## config.mk

```make
export PLATFORM = sky130hd
export DESIGN_NAME = matmul_mem_responder
export DESIGN_NICKNAME = d
export VERILOG_FILES = /design/src/rtl/matmul_mem_responder_pkg.sv /design/src/rtl/matmul_mem_responder_bank.sv /design/src/rtl/matmul_mem_responder.sv
export SDC_FILE = /design/constraint.sdc
export NUM_CORES = 1
export LEC_CHECK = 0
export ABC_AREA = 1
export BUFFER_PORTS_ARGS = -buffer_cell sky130_fd_sc_hd__buf_2
export CAP_MARGIN = 20
export CORE_ASPECT_RATIO = 1.4
export CORE_MARGIN = 5
export CORE_UTILIZATION = 40
export DETAILED_ROUTE_END_ITERATION = 12
export GPL_ROUTABILITY_DRIVEN = 0
export HOLD_SLACK_MARGIN = 0.05
export PLACE_DENSITY_LB_ADDON = 0.05
export SETUP_SLACK_MARGIN = 0.05
export SLEW_MARGIN = 0
export SYNTH_ARGS = -nofsm -noshare
export SYNTH_HDL_FRONTEND = slang
export SYNTH_HIERARCHICAL = 1
export SYNTH_SLANG_ARGS = --single-unit
```

## constraint.sdc

```tcl
create_clock -name clk -period 4.05 [get_ports clk]
set_input_delay 0.81 -clock clk [delete_from_list [all_inputs] [get_ports clk]]
set_output_delay 0.81 -clock clk [all_outputs]
set_load 0.02 [all_outputs]
```

## src/rtl/matmul_mem_responder_pkg.sv

```systemverilog
// Shared definitions for the matmul/pooling memory responder: default
// geometry, bank window bases, the out-of-window read pattern and the
// host access FSM encoding.
package matmul_mem_responder_pkg;

   localparam int DEF_DATA_W     = 32;
   localparam int DEF_ADDR_W     = 10;
   localparam int DEF_BANK_DEPTH = 4;
   localparam int DEF_C_WRITES   = 2;

   localparam logic [DEF_ADDR_W-1:0] DEF_BASE_A = 10'h000;
   localparam logic [DEF_ADDR_W-1:0] DEF_BASE_B = 10'h100;
   localparam logic [DEF_ADDR_W-1:0] DEF_BASE_C = 10'h200;

   localparam logic [DEF_DATA_W-1:0] DEF_ERR_DATA = 32'hDEAD_BEEF;

   // Host access FSM: wait for an idle accelerator, perform the access, ack.
   typedef enum logic [1:0] {
      H_IDLE = 2'd0,
      H_WAIT = 2'd1,
      H_ACK  = 2'd2
   } host_state_t;

endpackage

```

## src/rtl/matmul_mem_responder_bank.sv

```systemverilog
// One word bank of the responder: DEPTH registers cleared by reset, one
// combinational read port and one write port, each with its own window
// decode so the parent can tell hits from out-of-window accesses.
module mm_bank
   import matmul_mem_responder_pkg::*;
#(
   parameter int                DATA_W = DEF_DATA_W,
   parameter int                ADDR_W = DEF_ADDR_W,
   parameter int                DEPTH  = DEF_BANK_DEPTH,
   parameter logic [ADDR_W-1:0] BASE   = '0
) (
   input  logic              clk,
   input  logic              rstn,
   input  logic [ADDR_W-1:0] rd_addr,
   output logic [DATA_W-1:0] rd_data,
   output logic              rd_hit,
   input  logic              wr_en,
   input  logic [ADDR_W-1:0] wr_addr,
   input  logic [DATA_W-1:0] wr_data,
   output logic              wr_hit
);

   localparam int IDX_W = (DEPTH > 1) ? $clog2(DEPTH) : 1;

   logic [DATA_W-1:0] mem [DEPTH];

   // One extra bit catches addresses below BASE as a borrow.
   logic [ADDR_W:0]   rd_off;
   logic [ADDR_W:0]   wr_off;
   logic [IDX_W-1:0]  rd_idx;
   logic [IDX_W-1:0]  wr_idx;

   assign rd_off = {1'b0, rd_addr} - {1'b0, BASE};
   assign wr_off = {1'b0, wr_addr} - {1'b0, BASE};
   assign rd_hit = !rd_off[ADDR_W] && (rd_off[ADDR_W-1:0] < ADDR_W'(DEPTH));
   assign wr_hit = !wr_off[ADDR_W] && (wr_off[ADDR_W-1:0] < ADDR_W'(DEPTH));
   assign rd_idx = rd_off[IDX_W-1:0];
   assign wr_idx = wr_off[IDX_W-1:0];

   assign rd_data = mem[rd_idx];

   // Word storage: cleared on reset, written only when the write lands in this window.
   // NOTE: the storage is deliberately in the async reset -- banks must read back zero after rstn, so this cannot map onto a reset-less RAM.
   always_ff @(posedge clk or negedge rstn) begin
      if (!rstn) begin
         for (int i = 0; i < DEPTH; i++) begin
            mem[i] <= '0;
         end
      end else if (wr_en && wr_hit) begin
         mem[wr_idx] <= wr_data;
      end
   end

endmodule

```

## src/rtl/matmul_mem_responder.sv

```systemverilog
// Memory-side responder for the matmul/pooling accelerator. Serves the A and
// B read ports, absorbs C writes, counts C writes into jobs, and lets a host
// preload/read back the banks whenever the accelerator is idle and quiet.
module matmul_mem_responder
   import matmul_mem_responder_pkg::*;
#(
   parameter int                DATA_W     = DEF_DATA_W,
   parameter int                ADDR_W     = DEF_ADDR_W,
   parameter int                BANK_DEPTH = DEF_BANK_DEPTH,
   parameter logic [ADDR_W-1:0] BASE_A     = DEF_BASE_A,
   parameter logic [ADDR_W-1:0] BASE_B     = DEF_BASE_B,
   parameter logic [ADDR_W-1:0] BASE_C     = DEF_BASE_C,
   parameter int                C_WRITES   = DEF_C_WRITES,
   parameter logic [DATA_W-1:0] ERR_DATA   = DEF_ERR_DATA
) (
   input  logic              clk,
   input  logic              rstn,
   input  logic              mem_read_en_A,
   input  logic [ADDR_W-1:0] mem_addr_A,
   output logic [DATA_W-1:0] mem_data_A,
   input  logic              mem_read_en_B,
   input  logic [ADDR_W-1:0] mem_addr_B,
   output logic [DATA_W-1:0] mem_data_B,
   input  logic              mem_write_en_C,
   input  logic [ADDR_W-1:0] mem_addr_C,
   input  logic [DATA_W-1:0] mem_data_C,
   input  logic              acc_ready,
   input  logic              host_req,
   input  logic              host_we,
   input  logic [ADDR_W-1:0] host_addr,
   input  logic [DATA_W-1:0] host_wdata,
   output logic              host_ack,
   output logic [DATA_W-1:0] host_rdata,
   output logic              result_done,
   output logic              addr_err,
   input  logic              err_clr
);

   localparam int               CNT_W   = $clog2(C_WRITES + 1);
   localparam logic [CNT_W-1:0] CNT_MAX = CNT_W'(C_WRITES);

   host_state_t       state;
   host_state_t       state_nxt;
   logic              grant;
   logic              accel_busy;
   logic              acc_ready_q;
   logic              acc_fall;
   logic [CNT_W-1:0]  wr_cnt;
   logic              err_set;
   logic              host_hit;
   logic [DATA_W-1:0] host_rd_val;

   logic [ADDR_W-1:0] a_rd_addr, b_rd_addr, c_wr_addr;
   logic [DATA_W-1:0] a_rd_data, b_rd_data, c_rd_data, c_wr_data;
   logic              a_rd_hit, b_rd_hit, c_rd_hit;
   logic              a_wr_hit, b_wr_hit, c_wr_hit;
   logic              c_wr_en;

   // Accelerator strobes own the banks; the host only reaches them on a grant,
   // which requires every strobe to be low, so the muxes never collide.
   assign accel_busy = mem_read_en_A | mem_read_en_B | mem_write_en_C;
   assign a_rd_addr  = mem_read_en_A  ? mem_addr_A : host_addr;
   assign b_rd_addr  = mem_read_en_B  ? mem_addr_B : host_addr;
   assign c_wr_en    = mem_write_en_C | (grant & host_we);
   assign c_wr_addr  = mem_write_en_C ? mem_addr_C : host_addr;
   assign c_wr_data  = mem_write_en_C ? mem_data_C : host_wdata;

   mm_bank #(.DATA_W(DATA_W), .ADDR_W(ADDR_W), .DEPTH(BANK_DEPTH), .BASE(BASE_A)) u_bank_a (
      .clk     (clk),
      .rstn    (rstn),
      .rd_addr (a_rd_addr),
      .rd_data (a_rd_data),
      .rd_hit  (a_rd_hit),
      .wr_en   (grant & host_we),
      .wr_addr (host_addr),
      .wr_data (host_wdata),
      .wr_hit  (a_wr_hit)
   );

   mm_bank #(.DATA_W(DATA_W), .ADDR_W(ADDR_W), .DEPTH(BANK_DEPTH), .BASE(BASE_B)) u_bank_b (
      .clk     (clk),
      .rstn    (rstn),
      .rd_addr (b_rd_addr),
      .rd_data (b_rd_data),
      .rd_hit  (b_rd_hit),
      .wr_en   (grant & host_we),
      .wr_addr (host_addr),
      .wr_data (host_wdata),
      .wr_hit  (b_wr_hit)
   );

   mm_bank #(.DATA_W(DATA_W), .ADDR_W(ADDR_W), .DEPTH(BANK_DEPTH), .BASE(BASE_C)) u_bank_c (
      .clk     (clk),
      .rstn    (rstn),
      .rd_addr (host_addr),
      .rd_data (c_rd_data),
      .rd_hit  (c_rd_hit),
      .wr_en   (c_wr_en),
      .wr_addr (c_wr_addr),
      .wr_data (c_wr_data),
      .wr_hit  (c_wr_hit)
   );

   // During a grant every bank port looks at host_addr, so the hit flags
   // directly tell which bank (if any) the host is addressing.
   assign host_hit    = host_we ? (a_wr_hit | b_wr_hit | c_wr_hit)
                                : (a_rd_hit | b_rd_hit | c_rd_hit);
   assign host_rd_val = a_rd_hit ? a_rd_data :
                        b_rd_hit ? b_rd_data :
                        c_rd_hit ? c_rd_data : ERR_DATA;

   assign err_set = (mem_read_en_A  && !a_rd_hit) ||
                    (mem_read_en_B  && !b_rd_hit) ||
                    (mem_write_en_C && !c_wr_hit) ||
                    (grant          && !host_hit);

   assign acc_fall = acc_ready_q && !acc_ready;

   // Host FSM state register; reset drops any transaction in flight without an ack.
   always_ff @(posedge clk or negedge rstn) begin
      if (!rstn) begin
         state <= H_IDLE;
      end else begin
         // NOTE: every clocked process uses non-blocking assignments so all registers update from the same pre-edge values.
         state <= state_nxt;
      end
   end

   // Host FSM next state, grant and ack decode.
   always_comb begin
      // NOTE: defaults first so no path through the case leaves a signal unassigned (which would infer a latch).
      state_nxt = state;
      grant     = 1'b0;
      host_ack  = 1'b0;
      case (state)
         H_IDLE: begin
            if (host_req) begin
               state_nxt = H_WAIT;
            end
         end
         H_WAIT: begin
            if (acc_ready && !accel_busy) begin
               grant     = 1'b1;
               state_nxt = H_ACK;
            end
         end
         H_ACK: begin
            host_ack  = 1'b1;
            state_nxt = H_IDLE;
         end
         default: state_nxt = H_IDLE;
      endcase
   end

   // Registered read data for accelerator ports A/B and the host; each holds until its next access.
   always_ff @(posedge clk or negedge rstn) begin
      if (!rstn) begin
         mem_data_A <= '0;
         mem_data_B <= '0;
         host_rdata <= '0;
      end else begin
         if (mem_read_en_A) begin
            mem_data_A <= a_rd_hit ? a_rd_data : ERR_DATA;
         end
         if (mem_read_en_B) begin
            mem_data_B <= b_rd_hit ? b_rd_data : ERR_DATA;
         end
         if (grant && !host_we) begin
            host_rdata <= host_rd_val;
         end
      end
   end

   // Job tracking: count C strobes since acc_ready fell, pulse once on reaching C_WRITES.
   always_ff @(posedge clk or negedge rstn) begin
      if (!rstn) begin
         acc_ready_q <= 1'b0;
         wr_cnt      <= '0;
         result_done <= 1'b0;
      end else begin
         acc_ready_q <= acc_ready;
         result_done <= mem_write_en_C && !acc_fall && (wr_cnt == CNT_MAX - CNT_W'(1));
         if (acc_fall) begin
            wr_cnt <= '0;
         end else if (mem_write_en_C && (wr_cnt != CNT_MAX)) begin
            wr_cnt <= wr_cnt + CNT_W'(1);
         end
      end
   end

   // Sticky out-of-window flag; a new miss wins over a same-cycle clear.
   always_ff @(posedge clk or negedge rstn) begin
      if (!rstn) begin
         addr_err <= 1'b0;
      end else if (err_set) begin
         addr_err <= 1'b1;
      end else if (err_clr) begin
         addr_err <= 1'b0;
      end
   end

endmodule

```

After elaboration in Yosys (flattened, before gate mapping) --
Index checks and enable logic that the tools add are counted.
Storage, ports and cells: output and inout bits 99, bits in registers 487
Cells by class: reduce and logical (&&, ||, !) cells 39, equal/unequal tests 6, magnitude comparators 15, bitwise gates (word level) 14, add/sub/neg operators 5, mux-type cells 38
Operator list (number):
- 32-bit two-way mux | 15
- 128-bit bitwise mux | 3
- 32-bit binary-select mux with 2-bit select | 3
- 32-bit demux with 2-bit select | 3
- 10-bit by 3-bit less-than comparator with 1-bit output, second input constant | 6
- 10-bit two-way mux | 3
- 10-bit by 10-bit subtractor with 11-bit output, second input constant | 2
- 10-bit by 9-bit subtractor with 11-bit output, second input constant | 2
- 1-bit logical AND | 20
- 3-bit greater-or-equal comparator, second input constant | 6
- 2-bit NOT with 3-bit output | 6
- 1-bit logical NOT | 12
- 3-bit by 1-bit less-than comparator with 1-bit output, second input constant | 3
- 2-bit two-way mux | 4
- 1-bit OR | 7
- 1-bit two-way mux | 6
- 2-bit inequality test, second input constant | 3
- 2-bit by 1-bit equality test with 1-bit output, second input constant | 2
- 2-bit one-hot mux with 2 select lines | 1
- 2-bit nonzero test | 2
- 1-bit logical OR | 3
- 2-bit by 1-bit adder with 2-bit output, second input constant | 1
- 2-bit equality test, second input constant | 1
- 2-bit logical NOT | 1
- 2 further kinds | 2

Logic depth before layout (Yosys ltp) --
depth after elaboration 11, gate-level depth with buffers 16, depth with buffers taken out 11

Cells and area by module --
Netlist, hierarchy kept.
Modules (own cells, without submodules):
- mm_bank (u_bank_c) | seq. area each 3203.1 um^2, area each 6231.0 um^2, cells an instance 772, instances 1
- mm_bank (u_bank_b) | seq. area each 3203.1 um^2, area each 6228.5 um^2, cells an instance 771, instances 1
- mm_bank (u_bank_a) | seq. area each 3203.1 um^2, area each 6133.4 um^2, cells an instance 767, instances 1
- matmul_mem_responder | seq. area each 2577.5 um^2, area each 5725.5 um^2, cells an instance 833, instances 1

Least setup slack after synthesis --
Ideal clock, no wire load.
path kind input-to-reg, start point input port mem_read_en_B, end point register host_rdata[10], path buffers 5, data required time 3934 ps, data arrival time 2507 ps, stages on the path 16, setup slack 1427 ps, cells stage by stage buf_6 > buf_2 > buf_2 > nand2_1 > o21ai_0 > buf_2 > clkinv_1 > clkbuf_1 > o21ai_0 > o22ai_1 > inv_1 > nand2_1 > nand3_1 > nand2_1 > nand2_1 > nand2_1
Between the ends: cells in the longest elaborated chain, start to end 8, elaborated cells between the ends (all ways) 18, classes of those cells 1 x add/sub; 1 x order compare; 8 x mux; 3 x bitwise; 5 x reduce/logical
RTL lines:
- from (decl) | line matmul_mem_responder.sv:21 | input logic mem_read_en_B,
- 10-bit two-way mux | line matmul_mem_responder.sv:63 | assign b_rd_addr = mem_read_en_B ? mem_addr_B : host_addr;
- net b_rd_addr[0] | line matmul_mem_responder.sv:53 | logic [ADDR_W-1:0] a_rd_addr, b_rd_addr, c_wr_addr;
- 10-bit by 9-bit subtractor with 11-bit output | line matmul_mem_responder_bank.sv:33 | assign rd_off = {1'b0, rd_addr} - {1'b0, BASE};
- 2-bit NOT with 3-bit output (not written as such) | line matmul_mem_responder_bank.sv:40 | assign rd_data = mem[rd_idx];
- 32-bit binary-select mux with 2-bit select | line matmul_mem_responder_bank.sv:40
- 32-bit two-way mux (not written as such) (2 in a row) | line matmul_mem_responder_bank.sv:40
- net b_rd_data[10] | line matmul_mem_responder.sv:54 | logic [DATA_W-1:0] a_rd_data, b_rd_data, c_rd_data, c_wr_data;
- 32-bit two-way mux | line matmul_mem_responder.sv:109 | b_rd_hit ? b_rd_data :
- 32-bit two-way mux | line matmul_mem_responder.sv:108 | assign host_rd_val = a_rd_hit ? a_rd_data :
- to (signal assigned) | line matmul_mem_responder.sv:169 | host_rdata <= host_rd_val;
- to (decl) | line matmul_mem_responder.sv:33 | output logic [DATA_W-1:0] host_rdata,
The timed path passes the listed nets, and every way through them passes these cells. The select of a mux whose other input is x is not followed. A chain may end at the register's enable or synchronous reset.

Worst setup path in the final report --
start point input port mem_read_en_B, end point register mem_data_B[27]
Between the ends: cells in the longest elaborated chain, start to end 7, elaborated cells between the ends (all ways) 10, classes of those cells 1 x add/sub; 1 x order compare; 5 x mux; 1 x bitwise; 2 x reduce/logical
RTL lines:
- 10-bit two-way mux | line matmul_mem_responder.sv:63
- net b_rd_addr[1] | line matmul_mem_responder.sv:53
- 10-bit by 9-bit subtractor with 11-bit output | line matmul_mem_responder_bank.sv:33
- 2-bit NOT with 3-bit output (not written as such) | line matmul_mem_responder_bank.sv:40
- 32-bit binary-select mux with 2-bit select | line matmul_mem_responder_bank.sv:40
- 32-bit two-way mux (not written as such) (2 in a row) | line matmul_mem_responder_bank.sv:40
- net b_rd_data[27] | line matmul_mem_responder.sv:54
- 32-bit two-way mux | line matmul_mem_responder.sv:166 | mem_data_B <= b_rd_hit ? b_rd_data : ERR_DATA;
- to (signal assigned) | line matmul_mem_responder.sv:166
- to (decl) | line matmul_mem_responder.sv:23 | output logic [DATA_W-1:0] mem_data_B,
The timed path passes the listed nets, and every way through them passes these cells. The select of a mux whose other input is x is not followed.

==> metrics.cfg <==
[outcome]
status = complete, no violations

[flow_run]
cap_violations = 0

[timing]
finalCriticalPeriod_ns = 2.89
final-max-slew-violation-count = 0
setup_viol = 0
tightest_slew_ns = 1.17
slew_headroom_pct = 22.0
grt_setup_unrepaired = false
clock_skew_ns = 0.0179
period_share_pct = 71.3
fmax_mhz = 346
hold_violations = 0
finalSetupTns_ns = 0

[clock_network]
ctsResizeCount = 0
clock_path_buffers = 3
cts_tree = yes
post_cts_buffers = 0
path_clk_slew_ns = 0.07
cts_hold_buf = 0
h-tree-depth = 2
numCtsBuffers = 51
insertion_delay_ns = 0.62
cts_sinks = 487
cts-root-buf = clkbuf_16

[grt]
grt_max_degree = 93
grt-ovfl-total = 0
grt_usage_pct = 31.3
grt_pass1_vias = 23305
grt_pass1_wl_um = 157000
antenna_found_initial = 2

[pwr]
powerDensity_nw_per_um2 = 426
ir_worst_vdd_mv = 0.321
power.leakage_nw = 14.4

[detailed_routing]
dr.pass1.iters = 7
drtAntennaViolNets = 0
drc = 0
wl_um = 106000
vias_per_cell = 5.81
routedWlPerCell_um = 25.9
vias = 23781
drt_iter0_drc = 2561

[finish]
stdcell_count = 4091
drive_above_1_share_pct = 13.1
finalNetCount = 3344
syn_to_final_growth_pct = 14.6

[yosys]
synth.area.top_cells = dfrtp_1, nand2_1, nand4_1
synth_nets = 3258
yosysWarnings = 6
netlist.area_leader.share_pct = 50.1
yosysTopAreaCell = dfrtp_1
syn_avg_cell_area_um2 = 7.74
syn_inst = 3143
syn_area_um2 = 24300
ys_types = 32
ys_seq_area_share_pct = 50.1
ys_seq_elements = 487

[critical_path]
crit_type = in -> reg
arrival_ns = 3.30
start_kind = input port
endpoint_kind = flop
cp.required_ns = 4.46
cp_max_fo = 21

[placement]
dpl.hpwl_um = 68700
dp.cells = 3993
io_buffers = 211

[die]
initial_utilization_pct = 40.2
die_height_um = 302
die_w_um = 218
core_um2 = 60500
rows = 107
io_pins = 212
die-area_um2 = 65900

[worst_hold_path]
min_path_type = in -> async

==> synthesized netlist by cell type <==
cell type and number:
nand2_1 1183, dfrtp_1 487, nand4_1 384, nor2_1 243, o21ai_0 231, clkbuf_1 149, o22ai_1 98, inv_1 79
nand3_1 69, buf_2 67, o21ai_1 36, a31oi_1 25, buf_6 25, buf_1 15, buf_4 13, inv_2 8
nor2_4 5, nor4_1 4, clkbuf_2 3, a21oi_1 2, and2_1 2, clkinv_1 2, ha_1 2, nor2_2 2
nor2_8 2, and3_1 1, nand3_4 1, nand3b_1 1, nand4_2 1, nor4b_1 1, or2_1 1, or2_2 1
==> critical path, cell delays in order <==
cell     delay [ns]
buf_2          0.24
o21ai_2        0.67
buf_4          0.46
o21ai_0        0.15
o22ai_1        0.19
inv_1          0.08
a31oi_1        0.68
==> state kept, by name, summed over array words and instances, names as in the netlist, 2 cells and up <==
name          flops
u_bank_c/mem    128
state             2
u_bank_a/mem    128
mem_data_B       32
mem_data_A       32
u_bank_b/mem    128
host_rdata       32
wr_cnt            2
==> stage by stage <==
stage / hold WS (ns) / cell area (um2) / power (mW) / setup WS, ns / utilization, %
final: 0.236 / 27900 / 11.9 / 1.16 / 46.1
after global routing: 0.302 / 27900 / 12.3 / 1.18 / 46.0
after CTS: 0.262 / 27900 / 12.0 / 1.38 / 46.0
after detailed placement: 0.453 / 26000 / 6.74 / 0.731 / 43.0
after global placement: 0.448 / 26000 / 6.73 / 0.739 / 43.0
after floorplan: 0.437 / 24300 / 5.92 / 1.43 / -
==> path summary, 6_finish.rpt <==
path / slack [ns] / startpoint / cells after the start / to
min in group clk: 0.33 / acc_ready / 1 / acc_ready_q
hold / removal: 0.24 / rstn / 1 / result_done
setup reg to reg: 1.72 / state[1] / 7 / u_bank_c/mem[50]
max in group asynchronous: 2.73 / rstn / 2 / mem_data_A[13]
setup / recovery: 1.16 / mem_read_en_B / 7 / mem_data_B[27]
hold reg to reg: 0.47 / u_bank_b/mem[77] / 2 / u_bank_b/mem[77]
==> where the power goes <==
group	internal (mW)	switching [mW]	leakage [nW]	total (mW)
logic	0.378	1.11	6.94	1.49
registers	5.01	0.157	6.53	5.17
clock network	3.10	2.13	0.907	5.22
==> final cells by class <==
class,count,area (um2)
timing repair buffer,305,1950
fill,6155,32600
inverter,89,334
multi-input combinational,2295,10500
clock inverter,20,302
sequential,487,12200
tap,817,1020
antenna,3,7.51
clock buffer,75,1550
==> routing by layer <==
layer  vias up  part of all wire (%)  global-route usage (%)
li1      10741                     -                       -
met1     11674                    40                    41.2
met2      1115                    46                    50.3
met3       249                   7.0                    4.40
met4         2                   6.6                    16.8
met5         -                 0.018                       0
==> kinds of logic (layout without fill, tap and decap cells) <==
group	after synthesis	after routing	synth area share [%]
DFF	487	487	50.1
adders and majority gates	2	2	0.103
buffers and inverters	361	489	6.90
and+or+nand+nor	1901	1901	34.2
other	0	3	0
AOI/OAI and AO/OA	392	392	8.70
==> layout by cell type, fill, tap and decap left out, drive strengths merged, types with 4 or more instances in the layout <==
| master | n |
|---|---|
| o21ai | 267 |
| nor2 | 252 |
| bufinv | 7 |
| nand3 | 70 |
| inv | 89 |
| clkinv | 10 |
| buf | 305 |
| clkbuf | 75 |
| dfrtp | 487 |
| nand4 | 385 |
| o22ai | 98 |
| a31oi | 25 |
| nor4 | 4 |
| nand2 | 1183 |
Power figures use the tool's default switching activity.
